**config.mk**
```make
export PLATFORM = sky130hd
export DESIGN_NAME = pad_responder
export DESIGN_NICKNAME = d
export VERILOG_FILES = /design/src/rtl/pad_responder.sv
export SDC_FILE = /design/constraint.sdc
export NUM_CORES = 1
export LEC_CHECK = 0
export ABC_CLOCK_PERIOD_IN_PS = 4600
export BUFFER_PORTS_ARGS = -buffer_cell sky130_fd_sc_hd__buf_2
export CAP_MARGIN = 20
export CORE_MARGIN = 8
export CORE_UTILIZATION = 37
export CTS_BUF_LIST = sky130_fd_sc_hd__clkbuf_4 sky130_fd_sc_hd__clkbuf_8
export CTS_CLUSTER_DIAMETER = 40
export CTS_CLUSTER_SIZE = 16
export DETAILED_ROUTE_END_ITERATION = 8
export HOLD_SLACK_MARGIN = 0.08
export PLACE_DENSITY_LB_ADDON = 0.3
export SLEW_MARGIN = 5
export SYNTH_ARGS = -nofsm -noshare
export SYNTH_HDL_FRONTEND = slang
export SYNTH_SLANG_ARGS = --single-unit
```
**constraint.sdc**
```tcl
create_clock -name clk -period 4.6 [get_ports clk]
set_input_delay 0.23 -clock clk [delete_from_list [all_inputs] [get_ports clk]]
set_output_delay 0.23 -clock clk [all_outputs]
set_load 0.02 [all_outputs]
```
**src/rtl/pad_responder.sv**
```systemverilog
// Controller-side NES/SNES serial pad emulator: answers host latch/clock with button states.
// Optional A/B turbo is compiled in when PAD_RESPONDER_TURBO_EN is defined.
module pad_responder #(
  parameter int SYNC_STAGES = 2,
  parameter int TURBO_DIV   = 4
) (
  input  logic        clk,
  input  logic        reset,
  input  logic        pad_latch,
  input  logic        pad_clk,
  output logic        pad_data,
  input  logic        snes_mode,
  input  logic [11:0] buttons,
`ifdef PAD_RESPONDER_TURBO_EN
  input  logic [1:0]  turbo_mask,
`endif
  output logic        busy,
  output logic [4:0]  bit_index,
  output logic        read_done
);

  localparam int SYNC_N = (SYNC_STAGES < 2) ? 2 : SYNC_STAGES;

  typedef enum logic [1:0] {
    ST_IDLE  = 2'd0,
    ST_LOAD  = 2'd1,
    ST_SHIFT = 2'd2,
    ST_DONE  = 2'd3
  } state_t;

  state_t            state_r;
  state_t            state_nx_s;
  logic [SYNC_N-1:0] latch_sync_r;
  logic [SYNC_N-1:0] pclk_sync_r;
  logic              latch_d_r;
  logic              pclk_d_r;
  logic              latch_s;
  logic              pclk_s;
  logic              latch_fall_s;
  logic              pclk_rise_s;
  logic [15:0]       shreg_r;
  logic [4:0]        bit_index_r;
  logic [4:0]        frame_len_r;
  logic              last_bit_s;
  logic [11:0]       btn_eff_s;
  logic              pad_nx_s;
  logic              busy_nx_s;
  logic              done_nx_s;
  logic              pad_data_r;
  logic              busy_r;
  logic              read_done_r;

  // Serial order as the console sees it; all lines are active-low on the wire.
  function automatic logic [15:0] build_frame(input logic [11:0] b, input logic snes);
    logic [15:0] f;
    if (snes) begin
      f = {4'hF, ~b[11], ~b[10], ~b[8], ~b[0], ~b[7], ~b[6], ~b[5], ~b[4],
           ~b[3], ~b[2], ~b[9], ~b[1]};
    end else begin
      f = {8'h00, ~b[7:0]};
    end
    return f;
  endfunction

  // Synchronisers plus one registered copy for edge detection.
  always_ff @(posedge clk) begin
    if (reset) begin
      latch_sync_r <= '0;
      pclk_sync_r  <= '0;
      latch_d_r    <= 1'b0;
      pclk_d_r     <= 1'b0;
    end else begin
      latch_sync_r <= {latch_sync_r[SYNC_N-2:0], pad_latch};
      pclk_sync_r  <= {pclk_sync_r[SYNC_N-2:0], pad_clk};
      latch_d_r    <= latch_sync_r[SYNC_N-1];
      pclk_d_r     <= pclk_sync_r[SYNC_N-1];
    end
  end

  assign latch_s      = latch_sync_r[SYNC_N-1];
  assign pclk_s       = pclk_sync_r[SYNC_N-1];
  assign latch_fall_s = ~latch_s & latch_d_r;
  assign pclk_rise_s  = pclk_s & ~pclk_d_r;
  assign last_bit_s   = ((bit_index_r + 5'd1) == frame_len_r);

`ifdef PAD_RESPONDER_TURBO_EN
  localparam int TCW = (TURBO_DIV > 1) ? $clog2(TURBO_DIV) : 1;
  logic [TCW-1:0] turbo_cnt_r;
  logic           turbo_phase_r;

  // Latch-fall counter flipping the turbo phase every TURBO_DIV frames.
  always_ff @(posedge clk) begin
    if (reset) begin
      turbo_cnt_r   <= '0;
      turbo_phase_r <= 1'b0;
    end else if (latch_fall_s) begin
      if (turbo_cnt_r == TCW'(TURBO_DIV - 1)) begin
        turbo_cnt_r   <= '0;
        turbo_phase_r <= ~turbo_phase_r;
      end else begin
        turbo_cnt_r <= turbo_cnt_r + TCW'(1);
      end
    end
  end

  assign btn_eff_s = buttons & ~({10'b0, turbo_mask} & {12{~turbo_phase_r}});
`else
  assign btn_eff_s = buttons;
`endif

  // State register.
  always_ff @(posedge clk) begin
    if (reset) begin
      state_r <= ST_IDLE;
    end else begin
      state_r <= state_nx_s;
    end
  end

  // Next state: a high latch level pre-empts everything else.
  always_comb begin
    state_nx_s = state_r;
    if (latch_s) begin
      state_nx_s = ST_LOAD;
    end else begin
      case (state_r)
        ST_IDLE:  state_nx_s = ST_IDLE;
        ST_LOAD: begin
          if (latch_fall_s) state_nx_s = ST_SHIFT;
          else              state_nx_s = ST_LOAD;
        end
        ST_SHIFT: begin
          if (pclk_rise_s && last_bit_s) state_nx_s = ST_DONE;
          else                           state_nx_s = ST_SHIFT;
        end
        ST_DONE:  state_nx_s = ST_DONE;
        default:  state_nx_s = ST_IDLE;
      endcase
    end
  end

  // Output decode ahead of the output registers.
  always_comb begin
    pad_nx_s  = 1'b1;
    busy_nx_s = (state_nx_s == ST_SHIFT);
    done_nx_s = (state_r == ST_SHIFT) && (state_nx_s == ST_DONE);
    case (state_r)
      ST_IDLE:  pad_nx_s = 1'b1;
      ST_LOAD:  pad_nx_s = shreg_r[0];
      ST_SHIFT: pad_nx_s = shreg_r[0];
      ST_DONE:  pad_nx_s = 1'b0;
      default:  pad_nx_s = 1'b1;
    endcase
  end

  // Shift register, bit counter and captured frame length.
  always_ff @(posedge clk) begin
    if (reset) begin
      shreg_r     <= '1;
      bit_index_r <= 5'd0;
      frame_len_r <= 5'd8;
    end else if (latch_s) begin
      shreg_r     <= build_frame(btn_eff_s, snes_mode);
      bit_index_r <= 5'd0;
    end else if ((state_r == ST_LOAD) && latch_fall_s) begin
      frame_len_r <= snes_mode ? 5'd16 : 5'd8;
    end else if ((state_r == ST_SHIFT) && pclk_rise_s) begin
      shreg_r     <= {1'b0, shreg_r[15:1]};
      bit_index_r <= bit_index_r + 5'd1;
    end
  end

  // Output registers.
  always_ff @(posedge clk) begin
    if (reset) begin
      pad_data_r  <= 1'b1;
      busy_r      <= 1'b0;
      read_done_r <= 1'b0;
    end else begin
      pad_data_r  <= pad_nx_s;
      busy_r      <= busy_nx_s;
      read_done_r <= done_nx_s;
    end
  end

  assign pad_data  = pad_data_r;
  assign busy      = busy_r;
  assign bit_index = bit_index_r;
  assign read_done = read_done_r;

endmodule

```
== Word-level counts from Yosys, hierarchy flattened ==
Index checks and enable logic that the tools add are counted.

* Bits in registers: 37
* Bits of input ports: 17
* Output and inout bits: 8

* $add $sub $neg: 1
* Equal/unequal tests: 7
* Mux-type cells: 10
* Bitwise logic cells: 18
* Reductions and logical operators: 11

{| class="wikitable"
|+ Operator list
! operator !! number
|-
| $mux W16 || 4
|-
| $not A1 Y1 || 15
|-
| $eq A2 B2 Y1 const B || 4
|-
| $not A8 Y8 || 1
|-
| $pmux W2 S4 || 1
|-
| $reduce_and A2 Y1 || 3
|-
| $add A5 B1 Y5 const B || 1
|-
| $eq A5 B5 Y1 || 1
|-
| $mux W5 || 1
|-
| $logic_and A1 B1 Y1 || 4
|-
| $mux W2 || 2
|-
| $reduce_or A2 Y1 || 2
|-
| $pmux W1 S3 || 1
|-
| $and A1 B1 Y1 || 2
|-
| $eq A2 B1 Y1 const B || 1
|-
| $logic_not A2 Y1 || 1
|-
| $ne A2 B2 Y1 const B || 1
|-
| $reduce_bool A2 Y1 || 1
|-
| $mux W1 || 1
|}

== Depth between registers and ports, before layout ==
* Depth in word-level cells: 8
* Depth in mapped cells: 8
* Mapped depth without buffers: 6

== Least setup slack after synthesis ==
No wires, ideal clock.

* Path kind: register to register
* From: register bit_index_r[0] (netlist: bit_index[0])
* To: register busy_r (netlist: busy)
* Library setup time: 0.060 ns
* Arrival time: 1.489 ns
* Data required time: 4.540 ns
* Path slack: 3.052 ns
* Stages on the path, launching flop included: 6
* Cells stage by stage: dfxtp_1 -> ha_1 -> nand3_1 -> xnor2_1 -> a311oi_1 -> and2_1

* Cells in the longest elaborated chain, start to end: 7

{| class="wikitable"
|+ RTL lines
! element !! line !! RTL
|-
| start: declaration || 42 || <nowiki>logic [4:0] bit_index_r;</nowiki>
|-
| start signal: assignment || 169 || <nowiki>bit_index_r <= bit_index_r + 5'd1;</nowiki>
|-
| $add A5 B1 Y5 || 84 || <nowiki>assign last_bit_s = ((bit_index_r + 5'd1) == frame_len_r);</nowiki>
|-
| $eq A5 B5 Y1 || 84 ||
|-
| $logic_and A1 B1 Y1 || 133 || <nowiki>if (pclk_rise_s && last_bit_s) state_nx_s = ST_DONE;</nowiki>
|-
| $mux W1 || 133 ||
|-
| $pmux W2 S4 || 126 || <nowiki>case (state_r)</nowiki>
|-
| $mux W2 || 123 || <nowiki>if (latch_s) begin</nowiki>
|-
| $eq A2 B2 Y1 || 145 || <nowiki>busy_nx_s = (state_nx_s == ST_SHIFT);</nowiki>
|-
| end signal: assignment || 181 || <nowiki>busy_r <= busy_nx_s;</nowiki>
|-
| end: declaration || 50 || <nowiki>logic busy_r;</nowiki>
|}

No other way between the ends.
A chain may end at the register's enable or synchronous reset.

== Final worst setup path ==
* From: register latch_sync_r[1]
* To: register shreg_r[13]

* Cells in the longest elaborated chain, start to end: 5

{| class="wikitable"
|+ RTL lines
! element !! line !! RTL
|-
| start: declaration || 33 || <nowiki>logic [SYNC_N-1:0] latch_sync_r;</nowiki>
|-
| start signal: assignment || 73 || <nowiki>latch_sync_r <= {latch_sync_r[SYNC_N-2:0], pad_latch};</nowiki>
|-
| $not A1 Y1 (no line) || n/a ||
|-
| $and A1 B1 Y1 || 82 || <nowiki>assign latch_fall_s = ~latch_s & latch_d_r;</nowiki>
|-
| $logic_and A1 B1 Y1 || 165 || <nowiki>end else if ((state_r == ST_LOAD) && latch_fall_s) begin</nowiki>
|-
| $ne A2 B2 Y1 (no line) || n/a ||
|-
| $reduce_and A2 Y1 (no line) || n/a ||
|-
| end signal: assignment || 163 || <nowiki>shreg_r <= build_frame(btn_eff_s, snes_mode);</nowiki>
|-
| end signal: assignment || 168 || <nowiki>shreg_r <= {1'b0, shreg_r[15:1]};</nowiki>
|-
| end: declaration || 41 || <nowiki>logic [15:0] shreg_r;</nowiki>
|}

Several ways; a longest one is shown, not always the timed one.

==> summary by stage <==
Floorplanning
Once the floorplan was initialized, standard cells occupied 37.9% of the core. The number of rows created at floorplan is 23. The die is 79.8 µm tall.

The region available for standard cell placement spans 0.00397 mm². The number of ports placed on the die boundary is 25. The area of the die is 0.00637 mm². The floorplan step set the die width to 79.8 µm.

Routing
The total iterations of the first detailed-routing run is 4. The mean number of vias per cell is 4.72. The first routing iteration left 60 violations. The total wire length after detailed routing is 2920 µm. Dividing the detail-routed wire length by the instance count gives 12.0 µm.

The antenna violation net count after detailed routing is 0. Summing over every cut layer, the via total after detailed routing is 1,148. The detailed-route DRC error count is 0.

CTS
The root buffer cell chosen for the clock tree is clkbuf_8. CTS saw 34 sinks. The number of buffers added by the clock tree synthesis step is 5. Clock-pin slew was measured on the worst setup and hold paths at 0.07 ns. Post-CTS repair changed the size of 0 cells.

The maximum count of clock buffers along a single path is 2. The H-tree was split into 2 levels. The clock latency of the later-clocked register in the worst-skew pair is roughly 0.29 ns. TritonCTS built the clock tree. For this design, the CTS-stage hold fixing added 0 buffers. The post-CTS repair timing setup buffer count is 0.

Timing
The headroom to the max-slew limit is 52.6%. The clock arrives with 0.00640 ns of skew. For the pin with the worst max-slew slack, the measured transition is 0.709 ns. The post-layout minimum cycle time is 1.99 ns.

The worst hold slack is around 0.15 ns. Setup violations remaining at the end of the flow were counted as 0. The portion of the clock cycle consumed by the worst path in the final layout is a little over two fifths. The number of hold violations in the final report is 0. Setup repair after global routing left no endpoint under its margin.

The count of pins over their slew limit is 0. The final worst-path setup slack is 2.61 ns. The fmax is 503 MHz. Summed over all failing endpoints, the final setup total negative slack is 0 ns.

Run status
The flow ran to the end, and the final reports show no timing, DRC or antenna violations.

Worst setup path
The worst register-to-register path begins at latch_sync_r[1]. The start point of the critical path is latch_sync_r[1]. The classification of the worst setup path is reg -> reg. The worst setup path is launched from a flop. The peak fanout along the critical path is 23.

Data on the critical path is required at its endpoint by 4.73 ns. In this run the worst setup path terminates at shreg_r[13]. The worst setup path is captured at a flop. The data arrival time at the worst-slack endpoint is 2.12 ns. Measured in cells, the most critical reg-to-reg path has a length of 4. In this run the register-to-register setup slack is 2.61 ns.

The reg-to-reg endpoint is shreg_r[13].

Pwr
The switching power as a share of total power is about 22%. The internal power is 0.443 mW. The maximum vdd drop is roughly 0.13 mV. The clock network accounts for 40.8% of the total power. In this run the power spent charging and discharging nets is 0.126 mW. The combinational fraction of design power is under 10%.

Power spread over the standard cell area amounts to 329 mW/mm². The portion of total power attributed to sequential cells is 54.3%. The analysis attributes to cell leakage a power of approximately 0.76 nW.

Finish
The finished layout holds 243 standard cells, fillers aside. The number of antenna diodes in the final layout is 0. The commonest non-fill, non-tap cell in the layout is dfxtp_1. The ratio of cells with drive above 1 in the final layout is about 18%.

The count of filler cells inserted in the layout is between 400 and 500. The multi-input combinational cells in the finished layout cover a total of 759 µm². Leaving out fill and tap cells, the most frequent cells in the layout are dfxtp_1, nand2_1, buf_2. The count of nets after finishing is 215. The area growth from synthesis to layout is 14.8%. Measured on the finished design, the core utilization comes to 43.5%. Summing all flip-flop and latch instances after layout gives 681 µm².

Synthesis
In this run, distinct cell masters in the synthesized netlist total 29. The cell area after synthesis is 0.00151 mm². A synthesized cell averages 8.81 µm². The total number of yosys warnings is 0.

For this run, the register share of the synthesized area comes to 45.2%. Counting every net in the synthesized netlist gives 194. The total of flip-flops plus latches after synthesis is 34. Synthesis produced 171 cells.

Global routing
In the global route stage, met3 resource usage came out at 4.50%. For this run, global-route usage on met2 was measured as 14.8%. The remaining global-route overflow is 0. The first global-routing pass estimated a little under 5000 µm of wire. The met1 demand-to-capacity share in global routing is 11.9%.

Entering global routing, the biggest net connects 27 pins. The most congested layer reported by global routing is met2. The number of global-route vias before repair is roughly 1,100. The initial antenna violation count is 0. The overall track demand over capacity in global routing is 9.91%.

Place
Input and output buffers added on the ports amount to 24. The congestion estimate from routability-driven global placement came to 0.750. Once placement completed, the tool counted placed cells totaling 235. The pre-CTS setup slack is 2.60 ns. The HPWL after detailed placement is 2040 µm.

Hold path
In this run the worst hold path is classified as in -> reg.

Job
The tool flagged a number of max-cap violations equal to 0.
-- how the worst min path moves through the flow --
| stage | start | to | slack, ns | depth (start not counted) |
|---|---|---|---|---|
| after detailed placement | pclk_sync_r[0] | pclk_sync_r[1] | 0.43 | 1 |
| after global placement | pclk_sync_r[0] | pclk_sync_r[1] | 0.42 | 1 |
| after CTS | pad_clk | pclk_sync_r[0] | 0.15 | 2 |
| after floorplan | pad_latch | latch_sync_r[0] | 0.36 | 1 |
| after global routing | pad_clk | pclk_sync_r[0] | 0.17 | 2 |
| final | pad_clk | pclk_sync_r[0] | 0.15 | 2 |
-- registers in the layout, indices dropped and copies added (netlist names) --
name          cells
latch_d_r         1
state_r           2
read_done         1
busy              1
pclk_sync_r       2
pad_data          1
shreg_r          16
frame_len_r       2
latch_sync_r      2
pclk_d_r          1
bit_index         5
-- worst max-delay path, cell delays in order (launching register included) --
cell,delay (ns)
dfxtp_1,0.78
and3b_1,0.40
or2_1,0.44
nand2_1,0.13
a31oi_1,0.09
-- synth_stat cells, drive strengths merged --
| cell | n | area [µm²] |
|---|---|---|
| dfxtp | 34 | 681 |
| nor3 | 2 | 10.0 |
| buf | 4 | 32.5 |
| nor4b | 1 | 8.76 |
| nor3b | 2 | 15.0 |
| and2 | 1 | 6.26 |
| nand2 | 30 | 113 |
| and3b | 1 | 8.76 |
| nand2b | 3 | 18.8 |
| nand3b | 1 | 20.0 |
| xnor2 | 8 | 70.1 |
| o31a | 1 | 8.76 |
| clkbuf | 6 | 22.5 |
| a31oi | 9 | 56.3 |
| nor2b | 6 | 37.5 |
| ha | 6 | 75.1 |
| mux2i | 10 | 100 |
| xor2 | 1 | 8.76 |
| inv | 3 | 11.3 |
| or2 | 2 | 12.5 |
| nor2 | 24 | 106 |
| nand3 | 2 | 10.0 |
| a311oi | 1 | 8.76 |
| a21oi | 5 | 25.0 |
| o21ai | 8 | 40.0 |
-- area by class of cell --
class,count,area share (%)
Multi-Input combinational cell,124,43.9
Sequential cell,34,39.4
Timing Repair Buffer,24,6.95
Clock buffer,7,5.21
Tap cell,50,3.62
Inverter,3,0.651
Clock inverter,1,0.289
-- metrics by stage --
step,total power [mW],instance area [µm²]
2_1_floorplan,0.333,1510
3_3_place_gp,0.343,1630
3_5_place_dp,0.344,1630
4_1_cts,0.576,1730
5_1_grt,0.591,1730
6_report,0.569,1730
-- per-layer routing --
metal,up-vias,share of wire (%)
met1,513,52
met3,5,6.3
met4,0,2.0
li1,607,-
met5,-,0
met2,23,40
-- logic make-up (layout without fill, tap and decap cells) --
| family | after synthesis | after routing | share of synthesized area [%] |
|---|---|---|---|
| muxes | 10 | 10 | 6.64 |
| buffers and inverters | 13 | 35 | 4.40 |
| adders and majority gates | 6 | 6 | 4.98 |
| and+or+nand+nor | 75 | 75 | 24.3 |
| DFF | 34 | 34 | 45.2 |
| AOI/OAI and AO/OA | 24 | 24 | 9.22 |
| xor gates and xnor gates | 9 | 9 | 5.23 |
-- power groups by stage --
stage	combinational (mW)	sequential [mW]	clock (mW)
2_1_floorplan	0.0203	0.312	0
3_3_place_gp	0.0284	0.315	0
3_5_place_dp	0.0286	0.315	0
4_1_cts	0.0287	0.309	0.239
5_1_grt	0.0323	0.310	0.250
6_report	0.0283	0.308	0.232
Power figures use the tool's default switching activity.
